<file path="config.mk">
export PLATFORM = sky130hd
export DESIGN_NAME = frac_n_sdm
export DESIGN_NICKNAME = d
export VERILOG_FILES = /design/src/rtl/pll_pkg.sv /design/src/rtl/sdm_acc.sv /design/src/rtl/frac_n_sdm.sv
export SDC_FILE = /design/constraint.sdc
export NUM_CORES = 1
export LEC_CHECK = 0
export ABC_AREA = 1
export CORE_AREA = 2 2 89 133
export CTS_BUF_LIST = sky130_fd_sc_hd__clkbuf_8
export DETAILED_ROUTE_END_ITERATION = 10
export DIE_AREA = 0 0 91 135
export GPL_TIMING_DRIVEN = 1
export PLACE_DENSITY = 0.78
export SYNTH_ARGS = -nofsm -noshare
export SYNTH_HDL_FRONTEND = slang
export SYNTH_SLANG_ARGS = --single-unit
</file>
<file path="constraint.sdc">
create_clock -name clk -period 8.2 [get_ports clk]
set_input_delay 1.64 -clock clk [delete_from_list [all_inputs] [get_ports clk]]
set_output_delay 1.64 -clock clk [all_outputs]
set_load 0.02 [all_outputs]
</file>
<file path="src/rtl/pll_pkg.sv">
// Shared constants and the FSM state type for the fractional-N sigma-delta modulator.
package pll_pkg;

    localparam int          PLL_FRAC_W  = 16;
    localparam logic [5:0]  PLL_DIV_RST = 6'd16;
    localparam logic [5:0]  PLL_DIV_MIN = 6'd2;

    localparam logic [14:0] LFSR_SEED   = 15'h0001;
    // Feedback taps for x^15 + x^14 + 1 in a left-shifting register.
    localparam logic [14:0] LFSR_TAPS   = 15'h6000;

    typedef enum logic [1:0] {
        ST_IDLE  = 2'd0,
        ST_PRIME = 2'd1,
        ST_RUN   = 2'd2
    } sdm_state_e;

    function automatic logic [14:0] lfsr_step(input logic [14:0] s);
        return {s[13:0], ^(s & LFSR_TAPS)};
    endfunction

endpackage

</file>
<file path="src/rtl/sdm_acc.sv">
// First-order accumulator stage: wrap-around sum plus overflow carry.
module sdm_acc #(
    parameter int W = 16
) (
    input  logic [W-1:0] acc_i,
    input  logic [W-1:0] add_i,
    input  logic         cin_i,
    output logic [W-1:0] sum_o,
    output logic         carry_o
);

    logic [W:0] full_s;

    assign full_s  = {1'b0, acc_i} + {1'b0, add_i} + {{W{1'b0}}, cin_i};
    assign sum_o   = full_s[W-1:0];
    assign carry_o = full_s[W];

endmodule

</file>
<file path="src/rtl/frac_n_sdm.sv">
// MASH 1-1-1 fractional-N modulator producing one clamped division ratio per
// feedback clock, with shadowed configuration and optional LFSR dither.
module frac_n_sdm
    import pll_pkg::*;
#(
    parameter int         FRAC_W  = PLL_FRAC_W,
    parameter logic [5:0] DIV_RST = PLL_DIV_RST,
    parameter logic [5:0] DIV_MIN = PLL_DIV_MIN
) (
    input  logic              clk,
    input  logic              rst,
    input  logic              en,
    input  logic              dither_en,
    input  logic              cfg_load,
    input  logic [5:0]        n_int,
    input  logic [FRAC_W-1:0] n_frac,
    output logic [5:0]        div_n,
    output logic              div_n_vld,
    output logic              sat
);

    sdm_state_e         state_q, state_d;
    logic [5:0]         int_q;
    logic [FRAC_W-1:0]  frac_q;
    logic [FRAC_W-1:0]  acc1_q, acc2_q, acc3_q;
    logic [FRAC_W-1:0]  sum1_s, sum2_s, sum3_s;
    logic               car1_s, car2_s, car3_s;
    logic               c1_q, c2_q, c3_q, c2_d1_q, c3_d1_q, c3_d2_q;
    logic [14:0]        lfsr_q;
    logic [5:0]         div_q, div_d;
    logic               vld_q, sat_q;
    logic               integ_s, dith_s, clamp_s;
    logic signed [3:0]  off_s;
    logic signed [7:0]  target_s;

    assign integ_s = en && ((state_q == ST_PRIME) || (state_q == ST_RUN));
    assign dith_s  = dither_en & lfsr_q[0];

    sdm_acc #(.W(FRAC_W)) u_acc1 (.acc_i(acc1_q), .add_i(frac_q), .cin_i(dith_s),
                                  .sum_o(sum1_s), .carry_o(car1_s));
    sdm_acc #(.W(FRAC_W)) u_acc2 (.acc_i(acc2_q), .add_i(sum1_s), .cin_i(1'b0),
                                  .sum_o(sum2_s), .carry_o(car2_s));
    sdm_acc #(.W(FRAC_W)) u_acc3 (.acc_i(acc3_q), .add_i(sum2_s), .cin_i(1'b0),
                                  .sum_o(sum3_s), .carry_o(car3_s));

    // Next FSM state.
    always_comb begin
        state_d = ST_IDLE;
        case (state_q)
            ST_IDLE:  state_d = en ? ST_PRIME : ST_IDLE;
            ST_PRIME: state_d = en ? ST_RUN   : ST_IDLE;
            ST_RUN:   state_d = en ? ST_RUN   : ST_IDLE;
            default:  state_d = ST_IDLE;
        endcase
    end

    // Noise-shaped offset (mod-16 arithmetic equals the signed result) and clamping.
    always_comb begin
        off_s = 4'sd0;
        if ((state_q == ST_RUN) && en) begin
            off_s = {3'b000, c1_q} + {3'b000, c2_q} - {3'b000, c2_d1_q}
                  + {3'b000, c3_q} - {2'b00, c3_d1_q, 1'b0} + {3'b000, c3_d2_q};
        end else begin
            off_s = 4'sd0;
        end
        target_s = $signed({2'b00, int_q}) + {{4{off_s[3]}}, off_s};
        if (target_s > 8'sd63) begin
            div_d   = 6'd63;
            clamp_s = 1'b1;
        end else if (target_s < $signed({2'b00, DIV_MIN})) begin
            div_d   = DIV_MIN;
            clamp_s = 1'b1;
        end else begin
            div_d   = target_s[5:0];
            clamp_s = 1'b0;
        end
    end

    // All sequential state; IDLE (or en low) flushes the modulator history.
    always_ff @(posedge clk or posedge rst) begin
        if (rst) begin
            state_q <= ST_IDLE;
            int_q   <= DIV_RST;
            frac_q  <= {FRAC_W{1'b0}};
            acc1_q  <= {FRAC_W{1'b0}};
            acc2_q  <= {FRAC_W{1'b0}};
            acc3_q  <= {FRAC_W{1'b0}};
            c1_q    <= 1'b0;
            c2_q    <= 1'b0;
            c3_q    <= 1'b0;
            c2_d1_q <= 1'b0;
            c3_d1_q <= 1'b0;
            c3_d2_q <= 1'b0;
            lfsr_q  <= LFSR_SEED;
            div_q   <= DIV_RST;
            vld_q   <= 1'b0;
            sat_q   <= 1'b0;
        end else begin
            state_q <= state_d;
            if (cfg_load) begin
                int_q  <= n_int;
                frac_q <= n_frac;
            end
            if (integ_s) begin
                acc1_q  <= sum1_s;
                acc2_q  <= sum2_s;
                acc3_q  <= sum3_s;
                c1_q    <= car1_s;
                c2_q    <= car2_s;
                c3_q    <= car3_s;
                c2_d1_q <= c2_q;
                c3_d1_q <= c3_q;
                c3_d2_q <= c3_d1_q;
                if (dither_en) begin
                    lfsr_q <= lfsr_step(lfsr_q);
                end
            end else begin
                acc1_q  <= {FRAC_W{1'b0}};
                acc2_q  <= {FRAC_W{1'b0}};
                acc3_q  <= {FRAC_W{1'b0}};
                c1_q    <= 1'b0;
                c2_q    <= 1'b0;
                c3_q    <= 1'b0;
                c2_d1_q <= 1'b0;
                c3_d1_q <= 1'b0;
                c3_d2_q <= 1'b0;
                lfsr_q  <= LFSR_SEED;
            end
            div_q <= div_d;
            vld_q <= (state_d == ST_RUN);
            if (cfg_load) begin
                sat_q <= 1'b0;
            end else if (clamp_s) begin
                sat_q <= 1'b1;
            end
        end
    end

    assign div_n     = div_q;
    assign div_n_vld = vld_q;
    assign sat       = sat_q;

endmodule
</file>
Yosys cells after proc, flatten, opt, wreduce, memory -nomap -nowiden
Index checks and enable logic that the tools add are counted.

word-level totals
  word-level logic and storage cells = 61
  bits in registers = 101
  output and inout port bits = 8
  bits of input ports = 27

cells by class
  muxes and demuxes = 21
  reductions and logical operators = 7
  order comparisons = 2
  bitwise logic cells = 1
  add/sub/neg operators = 10
  equality and inequality tests = 4

operator list
  cell                count
  $add 16x16->17      3
  $mux 16             3
  $mux 15             2
  $add 17x1->17       1
  $reduce_xor 15->1   1
  $mux 6              2
  $mux 1              11
  $add 7x4->8         1
  $gt 8x7->1 const B  1
  $lt 8x3->1 const B  1
  $add 3x2->4         1
  $add 4x1->4         1
  $eq 2x2->1 const B  2
  $mux 4              1
  $pmux 2 s2          1
  $sub 4x2->4         1
  $sub 2x1->3         1
  $add 1x1->2         1
  $eq 2x1->1 const B  1
  $logic_and 1x1->1   2
  $logic_not 2->1     1
  $mux 2              1
  $ne 2x2->1 const B  1
  $reduce_bool 2->1   1
  3 further kinds     3

Longest topological paths before layout
Gate-level depths: netlist of the first run.

  depth after elaboration = 12
  mapped depth = 30
  mapped depth without buffers = 29

Hierarchy
Synthesis of the first run repeated with hierarchy kept, for this count alone.

second synthesis, totals
  cells, all modules = 982
  area total of the unflattened synthesis = 7105.6 um^2

modules (own cells, without submodules)
  module      cells each  sequential area each (um^2)  area each (um^2)  times used
  frac_n_sdm  430         2531.2                       4147.7            1
  sdm_acc     184         0.0                          985.9             3

Least setup slack after synthesis of the first run
Ideal clock, no wire load.

  path type = input to register
  start point = input dither_en
  end point = register acc3_q[15]
  library setup time = 0.119 ns
  buffers on the path = 1
  cell stages on the path = 28
  arrival time = 5.370 ns
  required time = 8.081 ns
  slack = 2.711 ns
  path through = clkbuf_1 -> nand2_1 -> fa_1 -> fa_1 -> inv_1 -> nand3_1 -> nand2_1 -> nand2_1 -> nand3_1 -> a21oi_1 -> inv_1 -> nand2_1 -> nand2_1 -> inv_1 -> ha_1 -> a21oi_1 -> o21ai_0 -> a31oi_1 -> nand3b_1 -> nand2_1 -> inv_1 -> ha_1 -> inv_1 -> nor3_1 -> and2_1 -> nand2_1 -> a21oi_1 -> nor2_1

on the way
  word-level cells in the longest chain between the ends = 5

ends and longest elaborated chain
  what                         RTL line           source
  start: declaration           frac_n_sdm.sv:13   input logic dither_en,
  $and 1x1->1                  frac_n_sdm.sv:37   assign dith_s = dither_en & lfsr_q[0];
  $add 17x1->17                sdm_acc.sv:14      assign full_s = {1'b0, acc_i} + {1'b0, add_i} + {{W{1'b0}}, cin_i};
  $add 16x16->17 (2 in a row)  sdm_acc.sv:14
  $mux 16                      frac_n_sdm.sv:104  if (integ_s) begin
  end signal: assignment       frac_n_sdm.sv:87   acc3_q <= {FRAC_W{1'b0}};
  end signal: assignment       frac_n_sdm.sv:107  acc3_q <= sum3_s;
  end signal: assignment       frac_n_sdm.sv:120  acc3_q <= {FRAC_W{1'b0}};
  end: declaration             frac_n_sdm.sv:25   logic [FRAC_W-1:0] acc1_q, acc2_q, acc3_q;

Every way passes these cells.
A chain may end at the register's enable or synchronous reset.

Worst setup path after layout of the first run
  start point = input dither_en
  end point = register c3_q

on the way
  word-level cells in the longest chain between the ends = 5

ends and longest elaborated chain
  what                         RTL line           source
  $and 1x1->1                  frac_n_sdm.sv:37
  $add 17x1->17                sdm_acc.sv:14
  $add 16x16->17 (2 in a row)  sdm_acc.sv:14
  $mux 1                       frac_n_sdm.sv:104
  end signal: assignment       frac_n_sdm.sv:110  c3_q <= car3_s;
  end: declaration             frac_n_sdm.sv:28   logic c1_q, c2_q, c3_q, c2_d1_q, c3_d1_q, c3_d2_q;

Every way passes these cells.

==> out/metrics.yaml, run 1 <==
run_status:
  status: "complete, no violations"
detailed_routing:
  wl_per_cell_um: 14.0
  wl_um: 14500
  top_layer_used: "met4"
  drt_iter0_drc: 307
  wl_met2_um: 7500
  wl_met1_um: 5930
  num_vias: 5618
  dr.pass1.iters: 5
  met3_length_um: 488
  avgViaCountPerCell: 5.41
  drc: 0
  drtAntennaViolNets: 0
critical_path:
  start_kind: "input pin"
  r2r-end: "c3_q"
  rr_worst_depth: 23
  r2r_slack_ns: 3.43
  crit_top_cell: "inv_1"
  critical_path_required_ns: 8.47
  crit_start: "dither_en"
  cp_slowest_cell: "clkdlybuf4s50_1"
  timing.rr.start: "lfsr_q[0]"
  crit_end: "c3_q"
  cp.arrival_ns: 6.60
  worst-path-stages: 24
  cp_cell_sequence: "clkdlybuf4s50_1, nand2_1, fa_1, fa_1, inv_1, nand3_1, nand2_1, nand2_1, nand3_1, xor2_1, inv_1, ha_1, nand2_2, nor2_1, nand3_1, nand3b_1, xnor2_1, inv_1, ha_1, inv_1, o31a_1, nor2_1, nor2_1, a21oi_1"
  cp_max_fo: 15
  critPathKind: "input pin to register"
  critPathTopFamily: "adder cells"
  path_buf_inv: 5
  end_kind: "register"
  critPathMaxStageDelay_ns: 0.75
finish:
  layout.cells.non_filler: 1038
  syn_to_final_growth_pct: 10.6
  fillers: 977
  multi_input_area_sq_um: 3440
  fin_nets: 985
  regArea_sq_um: 2530
  drive_above_1_share: 0.0438
  antenna_cells: 0
  fin_area_sq_um: 7210
floorplanning:
  chipWidth_um: 91
  start_util: 0.590
  io_pins: 35
  core_area_sq_um: 11100
  die-area_sq_um: 12300
  rows: 47
  die_h_um: 135
synthesis:
  syn_area_sq_um: 6520
  synthCells: 851
  synth_ff_type: "dfrtp_1"
  synth.net_count: 950
  syn_area_per_cell_sq_um: 7.66
  synthArstFlopShare: 1.00
  ys_ff_latch: 101
  ys_top_cells_by_area: "dfrtp_1, ha_1, nand2_1"
  synth_cell_type_count: 35
  synth_enable_flop_cells: 0
  synth_area_leader_cell: "dfrtp_1"
  yosys_warnings: 0
  yosysTopAreaCellShare: 0.376
  ys_seq_area_frac: 0.388
clock_network:
  cts.sinks: 101
  cts_tree: "done"
  cts_made_buffers: 9
  clk_path_buf_depth: 2
  cts_max_level: 3
  postCtsHoldBufs: 0
  cts_resized: 0
  clkTransAtPathRegs_ns: 0.11
  root_buffer: "clkbuf_8"
  cts_setup_buffers: 0
  worstSkewPairLatency_ns: 0.38
power_and_ir_drop:
  power.share.sequential: 0.267
  p_leak_nw: 4.00
  combPwrFrac: 0.602
  power.density_nw_per_um2: 341
  irDropWorstVdd_v: 0.000172
  p_sw_mw: 1.22
  clkPwrFrac: 0.131
  p_int_mw: 1.24
  sw_frac_of_total: 0.497
run:
  cap_violations: 0
grt:
  grt-ovfl-total: 0
  grt_pass1_vias: 5848
  grt_max_degree: 77
  grt_first_pass_wirelength_um: 25700
  antenna_found_initial: 0
  grt_use_total: 0.255
sta:
  worst_pin_slew_ns: 0.947
  hold_violations: 0
  max_freq_mhz: 158
  rsz0062_at_grt: "false"
  clock_skew_ns: 0.00906
  setup_viol: 0
  slew_headroom: 0.369
  finalCritPeriodShare: 0.771
  fin_setup_tns_ns: 0
  layout_min_cycle_time_ns: 6.32
  drv_slew: 0
place:
  hpwl_um: 10900
  dpl_cell_area_sq_um: 7020
  gp_congestion: 0.946
  io_buffers: 34
  dp_cells: 1022
hold_path:
  hold_depth: 2
  holdCritPathClass: "register to register"
==> layer usage <==
layer  vias up  track usage
met5         -            0
met4         0        0.131
met3        50       0.0396
met2       138        0.457
met1      2634        0.294
li1       2796            -
==> state kept, by name, indices dropped and copies added (netlist names), 2 cells and up <==
| name | cells |
|---|---|
| div_n | 6 |
| state_q | 2 |
| acc2_q | 16 |
| frac_q | 16 |
| acc1_q | 16 |
| lfsr_q | 15 |
| int_q | 6 |
| acc3_q | 16 |
==> how the worst min path moves through the flow <==
| stage | start | endpoint | slack [ns] |
|---|---|---|---|
| 2_1_floorplan | int_q[4] | int_q[4] | 0.45 |
| 5_1_grt | int_q[4] | int_q[4] | 0.49 |
| 6_report | int_q[4] | int_q[4] | 0.48 |
| 3_3_place_gp | int_q[4] | int_q[4] | 0.46 |
| 3_5_place_dp | int_q[4] | int_q[4] | 0.46 |
| 4_1_cts | int_q[4] | int_q[4] | 0.48 |
==> power groups by stage <==
stage / Clock [mW] / Combinational (mW) / Sequential [mW]
3_3_place_gp: 0 / 1.40 / 0.660
2_1_floorplan: 0 / 1.13 / 0.657
5_1_grt: 0.347 / 1.71 / 0.667
6_report: 0.321 / 1.48 / 0.656
3_5_place_dp: 0 / 1.45 / 0.666
4_1_cts: 0.327 / 1.46 / 0.656
==> final cells by class <==
| class | count | area share |
|---|---|---|
| clock inverter | 7 | 0.00989 |
| tap | 147 | 0.0255 |
| timing repair buffer | 37 | 0.0503 |
| multi-input combinational | 604 | 0.477 |
| sequential | 101 | 0.351 |
| inverter | 133 | 0.0696 |
| clock buffer | 9 | 0.0172 |
==> through the flow <==
stage / util / setup slack [ns] / hold slack (ns) / power, mW
2_1_floorplan: - / 2.71 / 0.446 / 1.79
3_3_place_gp: 0.635 / 1.71 / 0.462 / 2.06
3_5_place_dp: 0.635 / 1.65 / 0.464 / 2.12
4_1_cts: 0.652 / 1.99 / 0.479 / 2.45
5_1_grt: 0.652 / 1.52 / 0.495 / 2.72
6_report: 0.652 / 1.88 / 0.477 / 2.46
==> cell usage in the layout (no fill, tap or decap), drive strengths merged <==
cell	n
nand2	211
inv	137
dfrtp	98
nor2	93
a21oi	74
ha	65
nand3	48
o21ai	39
clkdlybuf4s50	34
xor2	15
nor3	10
nand4	9
clkbuf	9
fa	7
o21bai	6
a211oi	6
nand3b	4
and2	4
a21o	4
xnor2	3
dfstp	3
buf	3
clkinv	3
o21a	2
a21boi	1
a31oi	1
o31a	1
or2	1
==> cell usage after synthesis (6+ instances only) <==
master and count:
xor2_1 13, a21oi_1 72, nor2_1 92, a211oi_1 6
ha_1 65, o21bai_1 6, inv_1 131, nand4_1 9
nand3_1 47, nand2_1 204, dfrtp_1 98, clkbuf_1 11
nand2_2 7, fa_1 7, nor3_1 10, o21ai_0 37
==> worst min-delay path, cell delays in order (launching register included) <==
cell     delay [ns]
dfstp_2        0.39
nand2_1        0.05
nand2_1        0.05
==> cells by family after synthesis <==
logic type | count (synthesis) | synth area share
buffers and inverters | 146 | 0.0848
adder cells (fa/ha/maj) | 72 | 0.146
flip-flops | 101 | 0.388
AO/OA/AOI/OAI | 134 | 0.113
XOR/XNOR | 18 | 0.0265
AND/OR/NAND/NOR | 380 | 0.241
Power figures use the tool's default switching activity.
==> run 2: changes to the inputs <==
==> constraint.sdc (replaced) <==
create_clock -name clk -period 6.4 [get_ports clk]
set_input_delay 1.28 -clock clk [delete_from_list [all_inputs] [get_ports clk]]
set_output_delay 1.28 -clock clk [all_outputs]
set_load 0.02 [all_outputs]
==> run 2 against run 1 <==
  * Global-route usage down 1.2 points
  * Die area unchanged
  * Sequential cell count unchanged
  * Hold slack better by 0.0061 ns
==> out/metrics.yaml, run 2 (synthesis results as in run 1) <==
power_and_ir_drop:
  p_leak_nw: 4.02  # was 4.00 nW
  power.density_nw_per_um2: 434  # was 341 nW/um^2
  irDropWorstVdd_v: 0.000246  # was 0.000172 V
sta:
  finalCritPeriodShare: 0.859
  setup_viol: 0  # unchanged
  worst_pin_slew_ns: 0.662  # was 0.947 ns
  max_freq_mhz: 182
  drv_slew: 0  # unchanged
  rsz0062_at_grt: "false"  # unchanged
  hold_violations: 0  # unchanged
  layout_min_cycle_time_ns: 5.50
  slew_headroom: 0.559  # was 0.369
  clock_skew_ns: 0.0155  # was 0.00906 ns
  fin_setup_tns_ns: 0  # unchanged
detailed_routing:
  wl_um: 14100  # was 14500 um
  dr.pass1.iters: 5  # unchanged
  drtAntennaViolNets: 0  # unchanged
  num_vias: 5525  # was 5618
  drc: 0  # unchanged
  wl_per_cell_um: 13.6  # was 14.0 um
  drt_iter0_drc: 234  # was 307
  avgViaCountPerCell: 5.32  # was 5.41
grt:
  grt_pass1_vias: 5506  # was 5848
  grt_first_pass_wirelength_um: 24300  # was 25700 um
  grt-ovfl-total: 0  # unchanged
  antenna_found_initial: 0  # unchanged
  grt_max_degree: 53  # was 77
  grt_use_total: 0.244  # was 0.255
finish:
  drive_above_1_share: 0.0448  # was 0.0438
  final_common_cell: "nand2_1"  # unchanged
  antenna_cells: 0  # unchanged
  syn_to_final_growth_pct: 11.1  # was 10.6%
  fin_nets: 986  # was 985
  layout_common_cells: "nand2_1, inv_1, dfrtp_1"  # unchanged
  layout.cells.non_filler: 1039  # was 1038
floorplanning:
  start_util: 0.590  # unchanged
  io_pins: 35  # unchanged
  die_h_um: 135  # unchanged
  core_area_sq_um: 11100  # unchanged
  die-area_sq_um: 12300  # unchanged
  chipWidth_um: 91  # unchanged
  rows: 47  # unchanged
place:
  hpwl_um: 10800  # was 10900 um
  gp_congestion: 0.926  # was 0.946
  io_buffers: 34  # unchanged
  dp_cells: 1023  # was 1022
run:
  cap_violations: 0  # unchanged
clock_network:
  cts_made_buffers: 9  # unchanged
  cts_setup_buffers: 0  # unchanged
  postCtsHoldBufs: 0  # unchanged
  worstSkewPairLatency_ns: 0.39  # was 0.38 ns
  cts_tree: "done"  # unchanged
  root_buffer: "clkbuf_8"  # unchanged
  cts_max_level: 3  # unchanged
  clkTransAtPathRegs_ns: 0.11  # about the same
  clk_path_buf_depth: 2  # unchanged
  cts.sinks: 101  # unchanged
  cts_resized: 0  # unchanged
hold_path:
  holdCritPathClass: "register to register"  # unchanged
critical_path:
  crit_top_cell: "nand2_1"  # was inv_1
  cp_slowest_cell: "clkdlybuf4s50_1"  # unchanged
  path_buf_inv: 4  # was 5
  critPathTopFamily: "adder cells"  # unchanged
  start_kind: "input pin"  # unchanged
  critPathKind: "input pin to register"  # unchanged
  end_kind: "register"  # unchanged
  cp_max_fo: 5  # was 15
  critical_path_required_ns: 6.68  # was 8.47 ns
  cp.arrival_ns: 5.78  # was 6.60 ns
  critPathMaxStageDelay_ns: 0.49  # was 0.75 ns
run_status:
  status: "complete, no violations"  # unchanged
==> run 2: worst register-to-register path, delay by kind of cell, from the launching register on <==
kind                       cells  cell delay (ns)
adders and majority gates      4             1.64
and+or+nand+nor               12             1.09
AOI/OAI and AO/OA              3             0.64
DFF                            1             0.55
xor gates and xnor gates       2             0.36
buffers and inverters          3             0.28
==> run 2: metrics by stage <==
stage	power, mW	hold slack, ns	instance area [sq um]	setup WS (ns)	util
after global placement	2.65	0.461	7030	0.537	0.635
after floorplan	2.29	0.446	6520	1.27	-
after detailed placement	2.70	0.468	7030	0.523	0.635
after CTS	3.14	0.489	7250	0.925	0.655
final	3.14	0.483	7250	0.903	0.655
after global routing	3.46	0.502	7250	0.490	0.655
==> run 2: worst paths after layout <==
path / start / end / slack (ns) / cells past startpoint
worst max-delay path: dither_en / acc3_q[14] / 0.90 / 25
worst min-delay path: int_q[4] / int_q[4] / 0.48 / 2
worst max register to register: lfsr_q[0] / acc3_q[14] / 1.74 / 24
worst min register to register: int_q[4] / int_q[4] / 0.48 / 2
max in group asynchronous: rst / acc1_q[2] / 4.00 / 3
min in group asynchronous: rst / lfsr_q[11] / 1.33 / 2
==> run 2: where the power goes <==
| group | total (mW) | internal (mW) | switching (mW) |
|---|---|---|---|
| combinational | 1.88 | 0.647 | 1.23 |
| sequential | 0.836 | 0.780 | 0.0569 |
| clock | 0.428 | 0.161 | 0.267 |
| total | 3.14 | 1.59 | 1.55 |
==> run 2: final cells by class <==
type                    instances  area [sq um]
repair buffers                 38           370
clock buffers                   9           124
fillers                      1003          3810
inverters                     133           502
flip-flops and latches        101          2530
well taps                     147           184
multi-input cells             604          3440
clock inverters                 7          96.3
==> run 2: metal layers <==
metal  vias to the layer above  track usage  share of wire
met5                         -            0              0
met4                         0       0.0800          0.015
met3                        18       0.0324          0.036
met2                       110        0.459           0.54
met1                      2598        0.283           0.41
li1                       2799            -              -
